## src/rtl/control_unit.sv

```systemverilog
// control_unit: password-gated commit of a configuration word, with lockout after repeated failures
module control_unit #(
  parameter int CFG_W = 35,
  parameter int LOCK_LIMIT = 3
) (
  input  logic             clk,
  input  logic             arst,
  input  logic             request,
  input  logic             confirm,
  input  logic [1:0]       password,
  input  logic [1:0]       syskey,
  input  logic [CFG_W-1:0] configin,
  output logic [CFG_W-1:0] configout,
  output logic             write_en,
  output logic [2:0]       dbg_state
);
  localparam int CW = $clog2(LOCK_LIMIT + 1);
  localparam logic [CW-1:0] LIM = CW'(LOCK_LIMIT);
  typedef enum logic [2:0] {IDLE = 3'd0, CHECK = 3'd1, GRANTED = 3'd2, WRITE = 3'd3,
                            DENIED = 3'd4, LOCKED = 3'd5} state_t;
  state_t state, next;
  logic [CW-1:0] fail_cnt;
  logic commit;
  assign commit = state == GRANTED && request && confirm;
  assign write_en = state == WRITE;
  assign dbg_state = state;
  always_comb begin
    next = IDLE;
    case (state)
      IDLE:    next = request ? CHECK : IDLE;
      CHECK:   next = !request ? IDLE : (password == syskey ? GRANTED : DENIED);
      GRANTED: next = !request ? IDLE : (confirm ? WRITE : GRANTED);
      WRITE:   next = IDLE;
      DENIED:  next = fail_cnt >= LIM ? LOCKED : IDLE;
      LOCKED:  next = LOCKED;
      default: next = IDLE;
    endcase
  end
  // fail_cnt is updated on the CHECK edge so DENIED already sees the new count
  always_ff @(posedge clk or negedge arst) begin
    if (!arst) begin
      state <= IDLE;
      fail_cnt <= '0;
      configout <= '0;
    end else begin
      state <= next;
      if (state == CHECK && request)
        fail_cnt <= password == syskey ? '0 : (fail_cnt >= LIM ? LIM : fail_cnt + 1'b1);
      if (commit)
        configout <= configin;
    end
  end
endmodule

```

## config.mk

```make
export PLATFORM = sky130hd
export DESIGN_NAME = control_unit
export DESIGN_NICKNAME = d
export VERILOG_FILES = /design/src/rtl/control_unit.sv
export SDC_FILE = /design/constraint.sdc
export NUM_CORES = 1
export LEC_CHECK = 0
export BUFFER_PORTS_ARGS = -buffer_cell sky130_fd_sc_hd__buf_2
export CAP_MARGIN = 40
export CORE_UTILIZATION = 40
export DETAILED_ROUTE_END_ITERATION = 8
export GPL_TIMING_DRIVEN = 0
export PLACE_DENSITY = 0.85
export SLEW_MARGIN = 10
export SYNTH_ARGS = -nofsm -noshare
export SYNTH_HDL_FRONTEND = slang
export SYNTH_SLANG_ARGS = --single-unit
```

## constraint.sdc

```tcl
create_clock -name clk -period 1.39 [get_ports clk]
set_input_delay 0.139 -clock clk [delete_from_list [all_inputs] [get_ports clk]]
set_output_delay 0.139 -clock clk [all_outputs]
set_load 0.1 [all_outputs]
```

* Word-level counts from Yosys, hierarchy flattened *
Cells that the tools add are included.

storage, ports and cells
  bits in registers = 40
  input bits = 43
  output and inout bits = 39
  word-level logic and storage cells = 24

cells by class
  add/sub/neg operators = 1
  order comparisons = 1
  eq/ne operators = 6
  mux-type cells = 9
  reductions and logical operators = 4

operators by type and width
  kind                   count
  $pmux W3 S5            1
  $mux W3                3
  $eq A3 B2 Y1 const B   2
  $eq A3 B3 Y1 const B   2
  $mux W2                3
  $eq A3 B1 Y1 const B   1
  $logic_and A1 B1 Y1    3
  $logic_not A3 Y1       1
  $add A2 B1 Y2 const B  1
  $eq A2 B2 Y1           1
  $ge A2 B2 Y1 const B   1
  $mux W1                2

* Depth between registers and ports, before layout *
  depth in word-level cells = 4
  mapped depth = 4

* Least setup slack after synthesis *
Ideal clock, no wire load.

  path type = register -> register
  start = register state[0] (netlist: dbg_state[0])
  end = register configout[11]
  library setup time = 126 ps
  data arrival time = 1923 ps
  setup slack = -659 ps
  stages on the path, launching flop included = 5
  path buffers = 1
  path through = dfrtp_1 > and2b_2 > nand3_4 > clkbuf_8 > mux2_2

between the ends
  cells in the longest elaborated chain, start to end = 3

ends and longest elaborated chain
  what                              line  source
  start, declared                   21    state_t state, next;
  start signal, assigned            46    state <= next;
  $eq A3 B2 Y1                      24    assign commit = state == GRANTED && request && confirm;
  $logic_and A1 B1 Y1 (2 in a row)  24
  end signal, assigned              50    configout <= configin;
  end, declared                     13    output logic [CFG_W-1:0] configout,

No other way between the ends.
A chain may end at the register's enable or synchronous reset.

* Final worst setup path *
  start = register state[2] (netlist: dbg_state[2])
  end = register configout[9]

The elaborated chain is that of the path after synthesis.

==> impl_summary.log <==
[metrics] Synth Warn #: 0
[metrics] Layout Area Growth over Synthesis: 45.0%
[metrics] Post-Route Setup TNS: -2060 ps
[metrics] power density over cell area: 865 nW/um^2
[metrics] overall die area: 4240 um^2
[metrics] final hold viol count: 0
[metrics] leading cell type in the layout, fill and taps excluded: sky130_fd_sc_hd__buf_2
[metrics] Mapped Cells: 99
[metrics] number of buffers on the longest clock path: 2
[metrics] average wire per standard cell: 12.5 um
[metrics] XOR/XNOR Fraction of Synth Area: 0.0110
[metrics] Worst-path clk slew: 80 ps
[metrics] initial antenna violation count: 0
[metrics] via-per-instance ratio: 4.67
[metrics] critical path arrival: roughly 1700 ps
[metrics] Max Cap Violations: 0
[metrics] Total Wirelength: 3050 um
[metrics] dominant combinational cell family by area after synthesis: multiplexers
[metrics] sequential cell area in the final layout: just over 1000 um^2
[metrics] fill count: approximately 320
[metrics] Worst-Skew Late Latency: 290 ps
[metrics] ratio of final minimum period to clock period: 1.07
[metrics] number of I/O pins: 82
[metrics] Crit path buffers/inverters: 1
[metrics] H-tree levels: 2
[metrics] first drt pass iteration count: 4
[metrics] largest net degree at the start of global routing: 25
[metrics] detailed router's first-iteration violation count: 15
[metrics] TritonCTS buffer count: 5
[metrics] Static Leak: 0.00135 uW
[metrics] diodes inserted: 0
[metrics] Relative slew margins: 0.666
[metrics] Peak Freq: ~670 MHz
[metrics] RSZ-0062 raised after global routing: true
[metrics] first-pass GRT wire length: 4910 um
[metrics] area of the core: 3740 um^2
[metrics] cells traversed along the worst timing path: and2b_2 > nand3_4 > clkbuf_16 > mux2_4
[metrics] number of clock sinks: 40
[metrics] number of setup violations in the final report: 35
[metrics] via count: 1,140
[metrics] crit path max fanout: 10
[metrics] Vert. Die Dim: 65.1 um
[metrics] setup skew after layout: 8.27 ps
[metrics] minimum period implied by the final worst setup slack: 1490 ps
[metrics] GRT overflow: 0
[metrics] vias in the first global route: roughly 1,100
[metrics] status: complete, but fails checks
[metrics] mean instance size in the synthesized netlist: 16.1 um^2
[metrics] delay of the slowest cell on the worst path: 480 ps
[metrics] multiplexer area fraction after synthesis: 0.252
[metrics] CTS tree: built
[metrics] initial core utilization: 0.426
[metrics] remaining antenna violation count: 0
[metrics] final design utilization: 0.617
[metrics] share of the yosys chip area belonging to registers: 0.628
[metrics] DPL Wire Length: 2370 um
[metrics] Hold Crit Depth: 2
[metrics] final worst setup slack: -98.0 ps
[metrics] number of pins with negative max-slew slack in the final report: 0
[metrics] violations in the final reports: setup timing
[metrics] Clock Root Buffer: sky130_fd_sc_hd__clkbuf_8
[metrics] number of different library cells in the post-synthesis netlist: 18
[metrics] Horiz. Die Dim: 65.1 um
[metrics] Residual DRC: 0
[metrics] Total GRT Usage: 0.158
[metrics] pin slew with the least headroom to its limit: 505 ps
[metrics] # rows: 22
[metrics] Post-Synthesis Net Count: 142
[metrics] number of port buffers: 81
[metrics] Cell Area, Synth: 1590 um^2
[metrics] compound-gate portion of the synthesized area: 0.0369
[metrics] Final Wtd Congestion: 0.724
[metrics] type of origin of the critical path: flip-flop
[metrics] area of combinational cells with multiple inputs: 546 um^2
[metrics] Crit-path slowest cell: sky130_fd_sc_hd__dfrtp_4
[metrics] cell count of the worst reg-to-reg path: 4
[metrics] nature of the critical path endpoint: flip-flop
[metrics] cell type group with the largest total delay on the critical path: flip-flops
[metrics] Peak VDD IR: roughly 0.46 mV
[metrics] share of post-route cells with drive strength above 1: 0.730
[metrics] Post-Synth Adder-Cell Area: 0
[metrics] WHS: 76.6 ps
[metrics] cell area reported after detailed placement: 2100 um^2
[metrics] Post-Layout Inst Area: 2310 um^2
[metrics] worst reg2reg setup slack: -100 ps
[metrics] most used cells in the layout excluding fill and tap cells: sky130_fd_sc_hd__buf_2 (78), sky130_fd_sc_hd__dfrtp_1 (37), sky130_fd_sc_hd__mux2_2 (33)
[metrics] WS Path Type: flip-flop to flip-flop
[metrics] number of cells on the critical path: 4
[metrics] Worst Hold Class: input pin to flip-flop
[metrics] share of synthesized cell area in and, or, nand and nor gates: 0.0392
[metrics] synthesis-stage register bit count: 40
[metrics] Req. time, crit path: about 1600 ps
[metrics] final layout net count: around 240
==> worst reg2reg max path: stages, from the launching register on <==
cell                        delay, ps
sky130_fd_sc_hd__dfrtp_4          480
sky130_fd_sc_hd__and2b_2          260
sky130_fd_sc_hd__nand3_4          130
sky130_fd_sc_hd__clkbuf_16        200
sky130_fd_sc_hd__mux2_4           300
==> synthesized netlist by cell type, drive strengths merged <==
| master | count | area share |
|---|---|---|
| mux2 | 35 | 0.25 |
| o32ai | 2 | 0.011 |
| nor2 | 1 | 0.0024 |
| clkbuf | 3 | 0.026 |
| xor2 | 2 | 0.011 |
| o22ai | 1 | 0.0039 |
| and2b | 2 | 0.010 |
| inv | 3 | 0.0071 |
| and4bb | 1 | 0.0078 |
| nand3 | 2 | 0.014 |
| o21ai | 2 | 0.0063 |
| dfrtp | 40 | 0.63 |
| and3 | 1 | 0.0047 |
| a22o | 1 | 0.0063 |
| a21oi | 3 | 0.0094 |
==> routing by layer <==
layer / wire length [um] / track usage / share of wire
met1: 1310 / 0.180 / 0.43
met2: 1470 / 0.266 / 0.48
met3: 207 / 0.0382 / 0.068
met4: 64 / 0.0978 / 0.021
met5: 0 / 0 / 0
==> state kept, by name, summed over array words and instances (netlist names) <==
signal	flops
dbg_state	3
fail_cnt	2
configout	35
==> stage by stage <==
stage | instances | power, uW | worst slack, ps
6_report | 244 | 2000 | -98.0
5_1_grt | 244 | 2090 | -139
3_3_place_gp | 228 | 1280 | -142
4_1_cts | 240 | 2030 | -113
3_5_place_dp | 229 | 1290 | -164
2_1_floorplan | 99 | 1200 | -248
==> power by group <==
| part | leakage, uW | internal (uW) | switching [uW] | total [uW] |
|---|---|---|---|---|
| registers | 0.000542 | 1160 | 0 | 1160 |
| logic | 0.000763 | 55.6 | 45.4 | 101 |
| clock network | 0.0000479 | 349 | 386 | 735 |
| total | 0.00135 | 1570 | 431 | 2000 |
==> layout make-up <==
| type | instances | area share |
|---|---|---|
| clock buffer | 5 | 0.0298 |
| timing repair buffer | 89 | 0.225 |
| multi-input combinational | 53 | 0.236 |
| tap | 48 | 0.0260 |
| inverter | 3 | 0.00487 |
| clock inverter | 3 | 0.00812 |
| sequential | 40 | 0.438 |
| buffer | 3 | 0.0325 |
==> final timing paths <==
path	start	endpoint
min in group asynchronous	arst	configout[11]
worst min-delay path	configin[1]	configout[1]
worst max-delay path	dbg_state[2]	configout[9]
worst max register to register	dbg_state[2]	configout[9]
max in group asynchronous	arst	configout[30]
worst min register to register	configout[28]	configout[28]
==> what timing repair did <==
item,4_1_cts,5_1_grt
buffers inserted,2,4
gates cloned,0,0
endpoints found under the setup margin,31,36
hold buffers,1,0
pin swaps,0,1
hold endpoints to repair,16,0
gates resized for setup,8,6
==> cell families (layout without fill, tap and decap cells) <==
logic type | Yosys count | count (layout)
flops | 40 | 40
mux | 35 | 35
compound gates | 9 | 9
simple gates | 7 | 7
buf+inv | 6 | 103
xor+xnor | 2 | 2
(Power assumes the default switching activity.)
